<file path="src/rtl/icache_refill_ctrl_pkg.sv">
// Shared state encoding and width helpers for the instruction-cache refill path.
package icache_refill_ctrl_pkg;

   localparam int WORD_BITS_DEF       = 32;
   localparam int BLOCK_WORDS_DEF     = 4;
   localparam int BLOCK_ADDR_BITS_DEF = 8;

   localparam logic [15:0] MISS_COUNT_MAX = 16'hFFFF;

   // Refill controller states; encoding matches the cache constants file.
   typedef enum logic [2:0] {
      ST_IDLE   = 3'd0,
      ST_REQ    = 3'd1,
      ST_FILL   = 3'd2,
      ST_WRITE  = 3'd3,
      ST_REPLAY = 3'd4
   } refill_state_t;

   function automatic int block_bits(input int word_bits, input int block_words);
      return word_bits * block_words;
   endfunction

   function automatic int off_bits(input int block_words);
      return $clog2(block_words);
   endfunction

   // Miss counter increment that sticks at all-ones instead of wrapping.
   function automatic logic [15:0] sat_inc16(input logic [15:0] v);
      return (v == MISS_COUNT_MAX) ? v : v + 16'd1;
   endfunction

endpackage

</file>
<file path="src/rtl/icache_fill_buffer.sv">
// Beat counter plus word-indexed block register that assembles one cache block
// from in-order memory beats (word 0 lands in the least significant bits).
module icache_fill_buffer
   import icache_refill_ctrl_pkg::*;
#(
   parameter int WORD_BITS   = WORD_BITS_DEF,
   parameter int BLOCK_WORDS = BLOCK_WORDS_DEF,
   parameter int OFF_BITS    = off_bits(BLOCK_WORDS),
   localparam int BLOCK_BITS = block_bits(WORD_BITS, BLOCK_WORDS)
)(
   input  logic                  clk,
   input  logic                  rst,
   input  logic                  clear,
   input  logic                  rvalid,
   input  logic [WORD_BITS-1:0]  rdata,
   output logic [BLOCK_BITS-1:0] block,
   output logic                  last_beat
);

   localparam logic [OFF_BITS-1:0] LAST_IDX = OFF_BITS'(BLOCK_WORDS - 1);

   logic [OFF_BITS-1:0] cnt;

   assign last_beat = rvalid && (cnt == LAST_IDX);

   // Store each beat into its word slot and advance the counter; it wraps to 0 after the last word.
   always_ff @(posedge clk or negedge rst) begin
      if (!rst) begin
         // NOTE: the block register is reset too, so the fill port never shows stale or X data after reset.
         cnt   <= '0;
         block <= '0;
      end else if (clear) begin
         cnt <= '0;
      end else if (rvalid) begin
         // NOTE: non-blocking assignments so the slot index uses this cycle's cnt, not the incremented one.
         block[int'(cnt)*WORD_BITS +: WORD_BITS] <= rdata;
         cnt <= cnt + OFF_BITS'(1);
      end
   end

endmodule

</file>
<file path="src/rtl/icache_refill_ctrl.sv">
// Instruction-cache miss handler: serves hits combinationally, refills missing
// blocks from instruction memory, writes them into the SRAM and replays the lookup.
module icache_refill_ctrl
   import icache_refill_ctrl_pkg::*;
#(
   parameter int WORD_BITS       = WORD_BITS_DEF,
   parameter int BLOCK_WORDS     = BLOCK_WORDS_DEF,
   parameter int BLOCK_ADDR_BITS = BLOCK_ADDR_BITS_DEF,
   parameter int OFF_BITS        = off_bits(BLOCK_WORDS),
   localparam int BLOCK_BITS     = block_bits(WORD_BITS, BLOCK_WORDS)
)(
   input  logic                          clk,
   input  logic                          rst,
   input  logic                          cpu_req,
   input  logic [BLOCK_ADDR_BITS+OFF_BITS-1:0] cpu_addr,
   output logic                          cpu_ready,
   output logic [WORD_BITS-1:0]          cpu_data,
   output logic                          cache_ren,
   output logic                          cache_wen,
   output logic [BLOCK_ADDR_BITS-1:0]    cache_block_addr,
   output logic [BLOCK_BITS-1:0]         cache_fill_data,
   input  logic                          cache_hit,
   input  logic [BLOCK_BITS-1:0]         cache_rdata,
   output logic                          mem_req,
   output logic [BLOCK_ADDR_BITS-1:0]    mem_block_addr,
   input  logic                          mem_gnt,
   input  logic                          mem_rvalid,
   input  logic [WORD_BITS-1:0]          mem_rdata,
   output logic [15:0]                   miss_count
);

   refill_state_t state, state_nxt;

   logic [BLOCK_ADDR_BITS-1:0] req_blk, lat_blk;
   logic [OFF_BITS-1:0]        req_off, lat_off;
   logic                       buf_clear, buf_rvalid, last_beat, start_miss;

   assign req_blk    = cpu_addr[OFF_BITS +: BLOCK_ADDR_BITS];
   assign req_off    = cpu_addr[OFF_BITS-1:0];
   assign buf_rvalid = (state == ST_FILL) && mem_rvalid;

   icache_fill_buffer #(
      .WORD_BITS   (WORD_BITS),
      .BLOCK_WORDS (BLOCK_WORDS),
      .OFF_BITS    (OFF_BITS)
   ) u_fill_buffer (
      .clk       (clk),
      .rst       (rst),
      .clear     (buf_clear),
      .rvalid    (buf_rvalid),
      .rdata     (mem_rdata),
      .block     (cache_fill_data),
      .last_beat (last_beat)
   );

   // State register.
   always_ff @(posedge clk or negedge rst) begin
      if (!rst) state <= ST_IDLE;
      else      state <= state_nxt;
   end

   // Capture the missing address and count refills started from IDLE.
   always_ff @(posedge clk or negedge rst) begin
      if (!rst) begin
         lat_blk    <= '0;
         lat_off    <= '0;
         miss_count <= '0;
      end else if (start_miss) begin
         lat_blk    <= req_blk;
         lat_off    <= req_off;
         miss_count <= sat_inc16(miss_count);
      end
   end

   // Next-state and output decode; everything is held at 0 while reset is asserted.
   always_comb begin
      // NOTE: every output gets a default before the case so no path through it can infer a latch.
      state_nxt        = state;
      cpu_ready        = 1'b0;
      cpu_data         = '0;
      cache_ren        = 1'b0;
      cache_wen        = 1'b0;
      cache_block_addr = '0;
      mem_req          = 1'b0;
      mem_block_addr   = '0;
      buf_clear        = 1'b0;
      start_miss       = 1'b0;
      if (rst) begin
         unique case (state)
            ST_IDLE: begin
               cache_ren        = cpu_req;
               cache_block_addr = req_blk;
               if (cpu_req) begin
                  if (cache_hit) begin
                     cpu_ready = 1'b1;
                     cpu_data  = cache_rdata[int'(req_off)*WORD_BITS +: WORD_BITS];
                  end else begin
                     start_miss = 1'b1;
                     state_nxt  = ST_REQ;
                  end
               end
            end
            ST_REQ: begin
               mem_req        = 1'b1;
               mem_block_addr = lat_blk;
               buf_clear      = 1'b1;
               if (mem_gnt) state_nxt = ST_FILL;
            end
            ST_FILL: begin
               if (last_beat) state_nxt = ST_WRITE;
            end
            ST_WRITE: begin
               // Read enable must stay low here: the SRAM lets a read win over a fill write.
               cache_wen        = 1'b1;
               cache_block_addr = lat_blk;
               state_nxt        = ST_REPLAY;
            end
            ST_REPLAY: begin
               cache_ren        = 1'b1;
               cache_block_addr = lat_blk;
               if (cache_hit) begin
                  cpu_ready = 1'b1;
                  cpu_data  = cache_rdata[int'(lat_off)*WORD_BITS +: WORD_BITS];
                  state_nxt = ST_IDLE;
               end else begin
                  state_nxt = ST_REQ;
               end
            end
            default: state_nxt = ST_IDLE;
         endcase
      end
   end

endmodule

</file>
<file path="config.mk">
export PLATFORM = sky130hd
export DESIGN_NAME = icache_refill_ctrl
export DESIGN_NICKNAME = d
export VERILOG_FILES = /design/src/rtl/icache_refill_ctrl_pkg.sv /design/src/rtl/icache_fill_buffer.sv /design/src/rtl/icache_refill_ctrl.sv
export SDC_FILE = /design/constraint.sdc
export NUM_CORES = 1
export LEC_CHECK = 0
export ABC_CLOCK_PERIOD_IN_PS = 2100
export BUFFER_PORTS_ARGS = -buffer_cell sky130_fd_sc_hd__buf_2
export CAP_MARGIN = 40
export CORE_AREA = 4 4 143 145
export DETAILED_ROUTE_END_ITERATION = 10
export DIE_AREA = 0 0 147 149
export GPL_TIMING_DRIVEN = 0
export PLACE_DENSITY = 0.77
export RECOVER_POWER = 100
export SYNTH_ARGS = -nofsm -noshare
export SYNTH_HDL_FRONTEND = slang
export SYNTH_SLANG_ARGS = --single-unit
</file>
<file path="constraint.sdc">
create_clock -name clk -period 2.1 [get_ports clk]
set_clock_uncertainty 0.1 [all_clocks]
set_input_delay 0 -clock clk [delete_from_list [all_inputs] [get_ports clk]]
set_output_delay 0 -clock clk [all_outputs]
set_load 0.01 [all_outputs]
</file>
==> results of run 1 <==
## cell type report
| class | count | area (um^2) |
|---|---|---|
| plain buffers | 71 | 529 |
| multi-input cells | 651 | 4690 |
| clock inverters | 14 | 169 |
| repair buffers | 436 | 2430 |
| clock buffers | 18 | 439 |
| inverters | 4 | 15.0 |
| well taps | 265 | 332 |
| fillers | 1538 | 6630 |
| flip-flops and latches | 159 | 3980 |
## per-stage QoR
stage	hold slack [ps]	setup TNS (ps)	cell area [um^2]	total power (uW)
2_1_floorplan	-396	0	8790	6620
5_1_grt	-9.68	-2820	12600	12900
3_3_place_gp	144	-456490	11000	7940
4_1_cts	-603	-58.2	12400	11800
6_report	-53.7	-90.9	12600	12300
3_5_place_dp	-194	-35500	11000	8090
## cells by family (layout without fill, tap and decap cells)
| group | Yosys count | after routing |
|---|---|---|
| simple gates | 358 | 358 |
| fa+ha+maj | 6 | 6 |
| mux | 85 | 85 |
| compound gates | 188 | 188 |
| buf+inv | 79 | 543 |
| xor+xnor | 14 | 14 |
| flops | 159 | 159 |
## report_power, final
part | switching [uW] | total, uW | internal, uW
Clock | 1380 | 3210 | 1830
Sequential | 316 | 3780 | 3470
Combinational | 2810 | 5290 | 2480
Total | 4500 | 12300 | 7780
## synthesized netlist by cell type, drive strengths merged
cell	number	area [um^2]
nand2	266	1000
dfrtp	159	3980
o21ai	131	656
mux4	64	1440
clkbuf	55	206
nor2	47	176
a22oi	40	300
mux2	21	236
buf	20	114
xor2	13	114
and2	11	68.8
nand3	9	45.0
a211oi	6	50.1
a21oi	6	30.0
ha	6	75.1
inv	4	15.0
nor3	4	25.0
nor3b	4	35.0
nand4	3	18.8
nor4b	3	47.5
a22o	2	17.5
and3	2	12.5
a2111oi	1	27.5
a21o	1	7.51
and3b	1	8.76
and4	1	8.76
and4b	1	10.0
and4bb	1	12.5
nand2b	1	6.26
nor2b	1	6.26
nor4bb	1	10.0
o22ai	1	6.26
or3	1	6.26
or4b	1	10.0
xnor2	1	8.76
## worst paths after layout
check                                          from                       end  slack [ps]  cells past startpoint
max in group asynchronous                       rst            miss_count[14]         360                      8
min in group clk                            cpu_req                  state[0]          20                      5
max reg2reg                                state[1]             miss_count[1]           0                      7
min                                             rst  u_fill_buffer.block[127]         -50                      6
max                                        state[1]              cpu_data[10]         -50                      8
min reg2reg                u_fill_buffer.block[102]  u_fill_buffer.block[102]         380                      2
## sequential cells by signal, summed over array words and instances, names as in the netlist
signal               cells
u_fill_buffer.cnt        2
state                    3
u_fill_buffer.block    128
lat_blk                  8
lat_off                  2
miss_count              16
## worst max-delay path: stages (launching register included)
cell     delay (ps)
dfrtp_1         370
buf_6           140
nor2_4          100
buf_4           130
and3_4          240
buf_6           170
a22oi_1          90
nor2_2          210
buf_2           170
## repair_timing
| item | 4_1_cts | 5_1_grt |
|---|---|---|
| gates cloned | 1 | 4 |
| setup endpoints to repair | 178 | 175 |
| pin swaps | 2 | 7 |
| setup buffers | 4 | 6 |
| hold endpoints to repair | 298 | 159 |
| resized for setup | 102 | 71 |
| hold buffers | 44 | 6 |
## metal layers
metal  global-route usage (%)  up-vias
met2                     45.4      489
met4                     13.1        4
met1                     36.2     4432
met5                        0        -
met3                     6.99      108
li1                         -     4042
==> flow_summary.ini, run 1 <==
[final_layout]
syn2layout_area_growth_pct = 43.0
drive_above_1_share_pct = 35.0
layout_commonest_cell = nand2_1
fin_cells = 1618
final_cell_mix = nand2_1, buf_2, dfrtp_1, clkbuf_1, o21ai_0
postLayoutCoreUtil_pct = 65.5
fin_nets = 1522
antennaDiodeCount = 0

[floorplanning]
rows = 51
fp.dieArea_um2 = 21900
core_um2 = 19200
die_h_um = 149
start_util_pct = 45.8
die_width_um = 147
io_pins = 372

[logic_synthesis]
synthSimpleGateAreaFrac_pct = 17.2
synth_compound_area_share_pct = 12.5
syn_avg_cell_area_um2 = 9.89
yosysSeqAreaShare_pct = 45.2
ys_types = 47
ys_seq_elements = 159
synth_top_family_by_area = multiplexers
synth_fa_ha_area_share_pct = 0.854
syn_nets = 1071
ys.warnings.count = 0
syn_area_um2 = 8790
synthMuxAreaShare_pct = 19.1
synth_xor_area_share_pct = 1.39
postSynthCellCount = 889

[timing]
setup_ws_ps = -50.3
fmax_ghz = 0.465
period_share_pct = 102
hold-worst-slack_ps = -53.7
setup_viol = 3
slew-limit-headroom_pct = -2.25
rsz0062_at_grt = yes
final_hold_viol_count = 56
tightest_slew_ps = 1530
drv_slew = 62
fin_crit_ps = 2150

[outcome]
failed_checks = hold timing, capacitance limit, slew limit, setup timing
status = finished, violations left

[grt]
grtUsageTotal_pct = 28.2
grt_pass1_vias = 9040
grt_pass1_wl_mm = 48.6
grt_max_degree = 123
overflow = 0
antenna_found_initial = 2

[clock_network]
cts.sinks = 159
clk_latency_ps = 420
cts_root_buffer = clkbuf_16
cts_made_buffers = 17
cts_buffer_depth = 2
htreeDepth = 4
cts_tree = done
clk_pin_slew_ps = 60

[detailed_routing]
dr.max_layer_used = met5
wl_per_cell_um = 20.0
drtIter0Drc = 527
route.detailed.drc = 0
firstDrtPassIters = 5
wl_met1_mm = 12.4
vias = 9075
dr_wl_met2_mm = 15.7
ant_nets = 0
wl_mm = 32.3
via_per_inst = 5.61
dr_wl_met3_mm = 2.70

[worst_setup_path]
critPathKind = flip-flop to output port
required_ps = 2000
worstSetupStartpointType = flip-flop
cp-end-kind = output port
path_max_fanout = 10
cp.arrival_ps = 2050

[place]
dp_hpwl_mm = 23.3
io_buffer_count = 369
place_inst = 1525
pre_cts_ws_ps = -400
place_congestion = 0.890

[run]
max_cap_viol_count = 1

[pwr]
power.density_nw_per_um2 = 976
p_leak_uw = 0.00555
max-vdd-ir-drop_mv = 0.509

[min_path]
hp-class = input port to async pin
Power figures use the tool's default switching activity.
==> run 2: changes to the inputs <==
--- a/config.mk
+++ b/config.mk
@@ -5,7 +5,7 @@
 export SDC_FILE = /design/constraint.sdc
 export NUM_CORES = 1
 export LEC_CHECK = 0
-export ABC_CLOCK_PERIOD_IN_PS = 2100
+export ABC_CLOCK_PERIOD_IN_PS = 2400
 export BUFFER_PORTS_ARGS = -buffer_cell sky130_fd_sc_hd__buf_2
 export CAP_MARGIN = 40
 export CORE_AREA = 4 4 143 145
==> constraint.sdc (replaced) <==
create_clock -name clk -period 2.4 [get_ports clk]
set_clock_uncertainty 0.1 [all_clocks]
set_input_delay 0 -clock clk [delete_from_list [all_inputs] [get_ports clk]]
set_output_delay 0 -clock clk [all_outputs]
set_load 0.01 [all_outputs]
==> run 2 against run 1 <==
Net effect:
- the run now ends clean
- total power shrank 18%
- die area is the same
- sequential cell count stayed put
- final area decreased by 4.6%
- sequential power decreased by 13%
- first-iteration DRC count down 2.8%
- clock-buffer cell count is the same
- utilization shrank 3.0 points
- critical path depth fell by 3
- setup slack improved by 97 ps
- combinational power is 26% lower
- sequential share of layout area is 1.5 points higher
- critical endpoint is now mem_block_addr[0]
- largest cell class unchanged
==> flow_summary.ini, run 2 (synthesized netlist as in run 1, its figures left out) <==
[outcome]
status = finished, final reports clean

[floorplanning]
core_um2 = 19200
io_pins = 372
die_width_um = 147
fp.dieArea_um2 = 21900
die_h_um = 149
rows = 51
start_util_pct = 45.8

[final_layout]
syn2layout_area_growth_pct = 36.4
antennaDiodeCount = 0
fin_cells = 1606
largest_reg_flops = 128
regMostFlops = u_fill_buffer.block
fin_nets = 1510
layout_commonest_cell = nand2_1
final_cell_area_um2 = 12000
final_cell_mix = nand2_1, buf_2, clkbuf_1, dfrtp_1, o21ai_0
reg_top3 = u_fill_buffer.block (128), miss_count (16), lat_blk (8)
drive_above_1_share_pct = 29.8

[grt]
grtUsageTotal_pct = 27.7
grt_pass1_wl_mm = 47.8
grt_pass1_vias = 8984
overflow = 0
antenna_found_initial = 1
grt_max_degree = 123

[clock_network]
htreeDepth = 4
cts_root_buffer = clkbuf_16
cts_made_buffers = 17
post_cts_buffers = 0
cts.sinks = 159
cts_buffer_depth = 2
clk_latency_ps = 420
clk_pin_slew_ps = 70
cts_tree = done

[place]
io_buffer_count = 369
dp_hpwl_mm = 23.3
place_inst = 1525
pre_cts_ws_ps = -99.8
place_congestion = 0.890
placed_cell_area_um2 = 11000

[timing]
tightest_slew_ps = 1100
fmax_ghz = 0.425
period_share_pct = 98.0
fin_crit_ps = 2350
final_hold_viol_count = 0
drv_slew = 0
slew-limit-headroom_pct = 26.5
hold-worst-slack_ps = 42.7
setup_viol = 0
setup_ws_ps = 46.8
rsz0062_at_grt = yes

[pwr]
combPwrFrac_pct = 39.2
finalPower_uw = 10000
power.share.switching_pct = 36.9
p_clk_share_pct = 27.9
max-vdd-ir-drop_mv = 0.421
seq_power_share_pct = 32.8
power.density_nw_per_um2 = 834
p_sw_uw = 3700
p_leak_uw = 0.00529
p_int_uw = 6310

[min_path]
hp-class = input port to flip-flop

[detailed_routing]
via_per_inst = 5.61
route.detailed.drc = 0
wl_mm = 31.5
vias = 9003
firstDrtPassIters = 6
wl_per_cell_um = 19.6
drtIter0Drc = 512
ant_nets = 0

[worst_setup_path]
worstSetupStartpointType = flip-flop
cp-end-kind = output port
path_max_fanout = 11
critPathKind = flip-flop to output port
required_ps = 2300
cp.arrival_ps = 2250

[run]
max_cap_viol_count = 0
run 2: worst max-delay path: stages, from the launching register on:
cell	delay [ps]
dfrtp_1	370
buf_2	200
nor2b_1	390
and3b_1	520
and2_1	190
buf_2	160
run 2: metrics by stage:
stage	TNS, ps	util, %
2_1_floorplan	0	-
3_3_place_gp	-360080	57.1
3_5_place_dp	-950	57.3
4_1_cts	-15.4	63.2
5_1_grt	-31.4	62.5
6_report	0	62.5
run 2: final cells by class:
type,count,area (um^2)
plain buffers,72,363
fillers,1621,7210
inverters,4,15.0
clock inverters,14,169
multi-input cells,651,4510
well taps,265,332
flip-flops and latches,159,3980
clock buffers,18,439
repair buffers,423,2190
run 2: power by group through the flow:
stage	Clock, uW	Sequential (uW)	Combinational [uW]
after global routing	2960	3330	4290
after detailed placement	0	3320	3760
after CTS	2840	3270	3910
final	2790	3290	3930
after global placement	0	3300	3650
after floorplan	0	3380	2400
run 2: worst paths after layout:
check	from	endpoint	slack, ps	depth (start not counted)
max	state[2]	mem_block_addr[0]	50	5
min	cpu_req	miss_count[2]	40	5
max reg2reg	state[2]	u_fill_buffer.block[76]	90	7
min reg2reg	u_fill_buffer.block[102]	u_fill_buffer.block[102]	380	2
max in group asynchronous	rst	u_fill_buffer.cnt[1]	360	7
min in group asynchronous	rst	u_fill_buffer.block[33]	720	6
run 2: repair_timing:
action	CTS	global route
endpoints found under the setup margin	59	107
cloned	0	1
pin swaps	0	0
hold buffers	46	5
gates resized for setup	20	34
endpoints found under the hold margin	298	159
run 2: metal layers:
layer	share of wire (%)	GRT usage [%]
met1	39	36.1
met2	48	44.7
met3	7.9	5.93
met4	4.4	12.7
met5	0.041	0
==> run 3: changes to the inputs <==
--- a/config.mk
+++ b/config.mk
@@ -8,11 +8,13 @@
 export ABC_CLOCK_PERIOD_IN_PS = 2400
 export BUFFER_PORTS_ARGS = -buffer_cell sky130_fd_sc_hd__buf_2
 export CAP_MARGIN = 40
-export CORE_AREA = 4 4 143 145
+export CELL_PAD_IN_SITES_DETAIL_PLACEMENT = 1
+export CELL_PAD_IN_SITES_GLOBAL_PLACEMENT = 1
+export CORE_AREA = 4 4 155 171
 export DETAILED_ROUTE_END_ITERATION = 10
-export DIE_AREA = 0 0 147 149
+export DIE_AREA = 0 0 159 175
 export GPL_TIMING_DRIVEN = 0
-export PLACE_DENSITY = 0.77
+export PLACE_DENSITY = 0.81
 export RECOVER_POWER = 100
 export SYNTH_ARGS = -nofsm -noshare
 export SYNTH_HDL_FRONTEND = slang
==> run 3 against run 2 <==
Net effect:
- worst hold slack better by 44 ps
- maximum frequency up 3.3%
- via count is essentially flat
- combinational power hardly changed
- critical endpoint is now mem_block_addr[6]
==> flow_summary.ini, run 3 (synthesized netlist as in run 1, its figures left out) <==
[detailed_routing]
route.detailed.drc = 0
vias = 9011
wl_per_cell_um = 22.0
wl_mm = 36.4
ant_nets = 0
firstDrtPassIters = 5
via_per_inst = 5.45
drtIter0Drc = 542

[place]
place_inst = 1571
place_congestion = 0.850
io_buffer_count = 369
dp_hpwl_mm = 27.5
placed_cell_area_um2 = 11100

[final_layout]
fin_cells = 1653
regArea_um2 = 3980
final_cell_area_um2 = 12000
reg_top3 = u_fill_buffer.block (128), miss_count (16), lat_blk (8)
nFillCells = 3010
drive_above_1_share_pct = 28.9
layout_commonest_cell = nand2_1
multiInputGateArea_um2 = 4470
syn2layout_area_growth_pct = 36.1
fin_nets = 1510
final_cell_mix = nand2_1, buf_2, clkbuf_1, dfrtp_1, o21ai_0
largest_reg_flops = 128
regMostFlops = u_fill_buffer.block

[pwr]
power.density_nw_per_um2 = 829
p_leak_uw = 0.00525
seq_power_share_pct = 33.2
p_int_uw = 6150
p_clk_share_pct = 27.1
max-vdd-ir-drop_mv = 0.649
power.share.switching_pct = 38.0
p_sw_uw = 3770
combPwrFrac_pct = 39.7

[worst_setup_path]
required_ps = 2300
worstSetupStartpointType = input port
path_max_fanout = 11
cp.arrival_ps = 2180
cp-end-kind = output port
reg2reg_depth = 6
critPathKind = input port to output port

[grt]
grt_pass1_vias = 9851
grt_max_degree = 87
antenna_found_initial = 1
overflow = 0
grtUsageTotal_pct = 25.5
grt_pass1_wl_mm = 56.6

[timing]
tightest_slew_ps = 1130
drv_slew = 0
slew-limit-headroom_pct = 24.5
fmax_ghz = 0.439
final_hold_viol_count = 0
setup_viol = 0
fin_crit_ps = 2280
period_share_pct = 94.9
hold-worst-slack_ps = 86.6

[floorplanning]
die_width_um = 159
start_util_pct = 35.8
die_h_um = 175
rows = 60
fp.dieArea_um2 = 27800
core_um2 = 24500
io_pins = 372

[outcome]
status = finished, final reports clean

[clock_network]
cts.sinks = 159
cts_root_buffer = clkbuf_16
clk_latency_ps = 420
htreeDepth = 4
cts_tree = done
cts_buffer_depth = 2
clk_pin_slew_ps = 60
cts_made_buffers = 17

[min_path]
hp-class = input port to flip-flop
holdPathStages = 5

[run]
max_cap_viol_count = 0
run 3: changes by cell type in the layout (fill, tap and decap cells not counted), sizes merged:
cell,before,now
buf,245,235
bufinv,2,1
clkbuf,221,230
diode,0,2
dlygate4sd3,46,47
inv,11,12
run 3: area by class of cell:
| cell class | count | area share [%] |
|---|---|---|
| Clock inverter | 14 | 1.22 |
| Tap cell | 310 | 3.24 |
| Multi-Input combinational cell | 651 | 37.3 |
| Inverter | 4 | 0.125 |
| Clock buffer | 18 | 3.59 |
| Sequential cell | 159 | 33.3 |
| Antenna cell | 2 | 0.0418 |
| Timing Repair Buffer | 423 | 18.2 |
| Buffer | 72 | 2.93 |
run 3: per-stage QoR:
step | power, uW | setup WS [ps] | TNS, ps | utilization (%)
final | 9920 | 123 | 0 | 48.7
after global routing | 10500 | -14.4 | -26.6 | 48.7
after CTS | 10000 | 0.219 | 0 | 49.4
after global placement | 7020 | -2280 | -405230 | 44.9
after detailed placement | 7200 | -325 | -13740 | 45.1
after floorplan | 5790 | 511 | 0 | -
run 3: path summary, 6_finish.rpt:
kind | start | end | slack [ps]
setup / recovery | rst | mem_block_addr[6] | 120
hold / removal | cpu_req | miss_count[2] | 90
setup reg to reg | state[1] | miss_count[1] | 130
hold reg to reg | u_fill_buffer.block[64] | u_fill_buffer.block[64] | 380
max in group asynchronous | rst | u_fill_buffer.block[66] | 300
min in group asynchronous | rst | u_fill_buffer.block[7] | 410
run 3: power groups by stage:
stage               combinational [uW]  sequential, uW  clock (uW)
global placement                  3710            3310           0
CTS                               3990            3280        2750
detailed placement                3870            3330           0
finish                            3940            3290        2690
floorplan                         2400            3380           0
global route                      4350            3340        2860
run 3: critical path: stages:
cell           delay [ps]
dlygate4sd3_1         570
buf_12                120
clkbuf_2              240
nor2b_2               360
and3b_1               480
and2_1                240
buf_2                 160
run 3: timing repair:
action	4_1_cts	5_1_grt
endpoints found under the setup margin	139	142
hold endpoints to repair	297	159
cloned	0	1
gates resized for setup	21	31
hold buffers	44	6
setup buffers	0	0
run 3: routing by layer:
layer	vias up	part of all wire [%]	GRT usage (%)
li1	4010	-	-
met2	360	51	44.7
met4	0	3.4	8.90
met1	4553	39	29.8
met5	-	0	0
met3	88	7.0	7.57
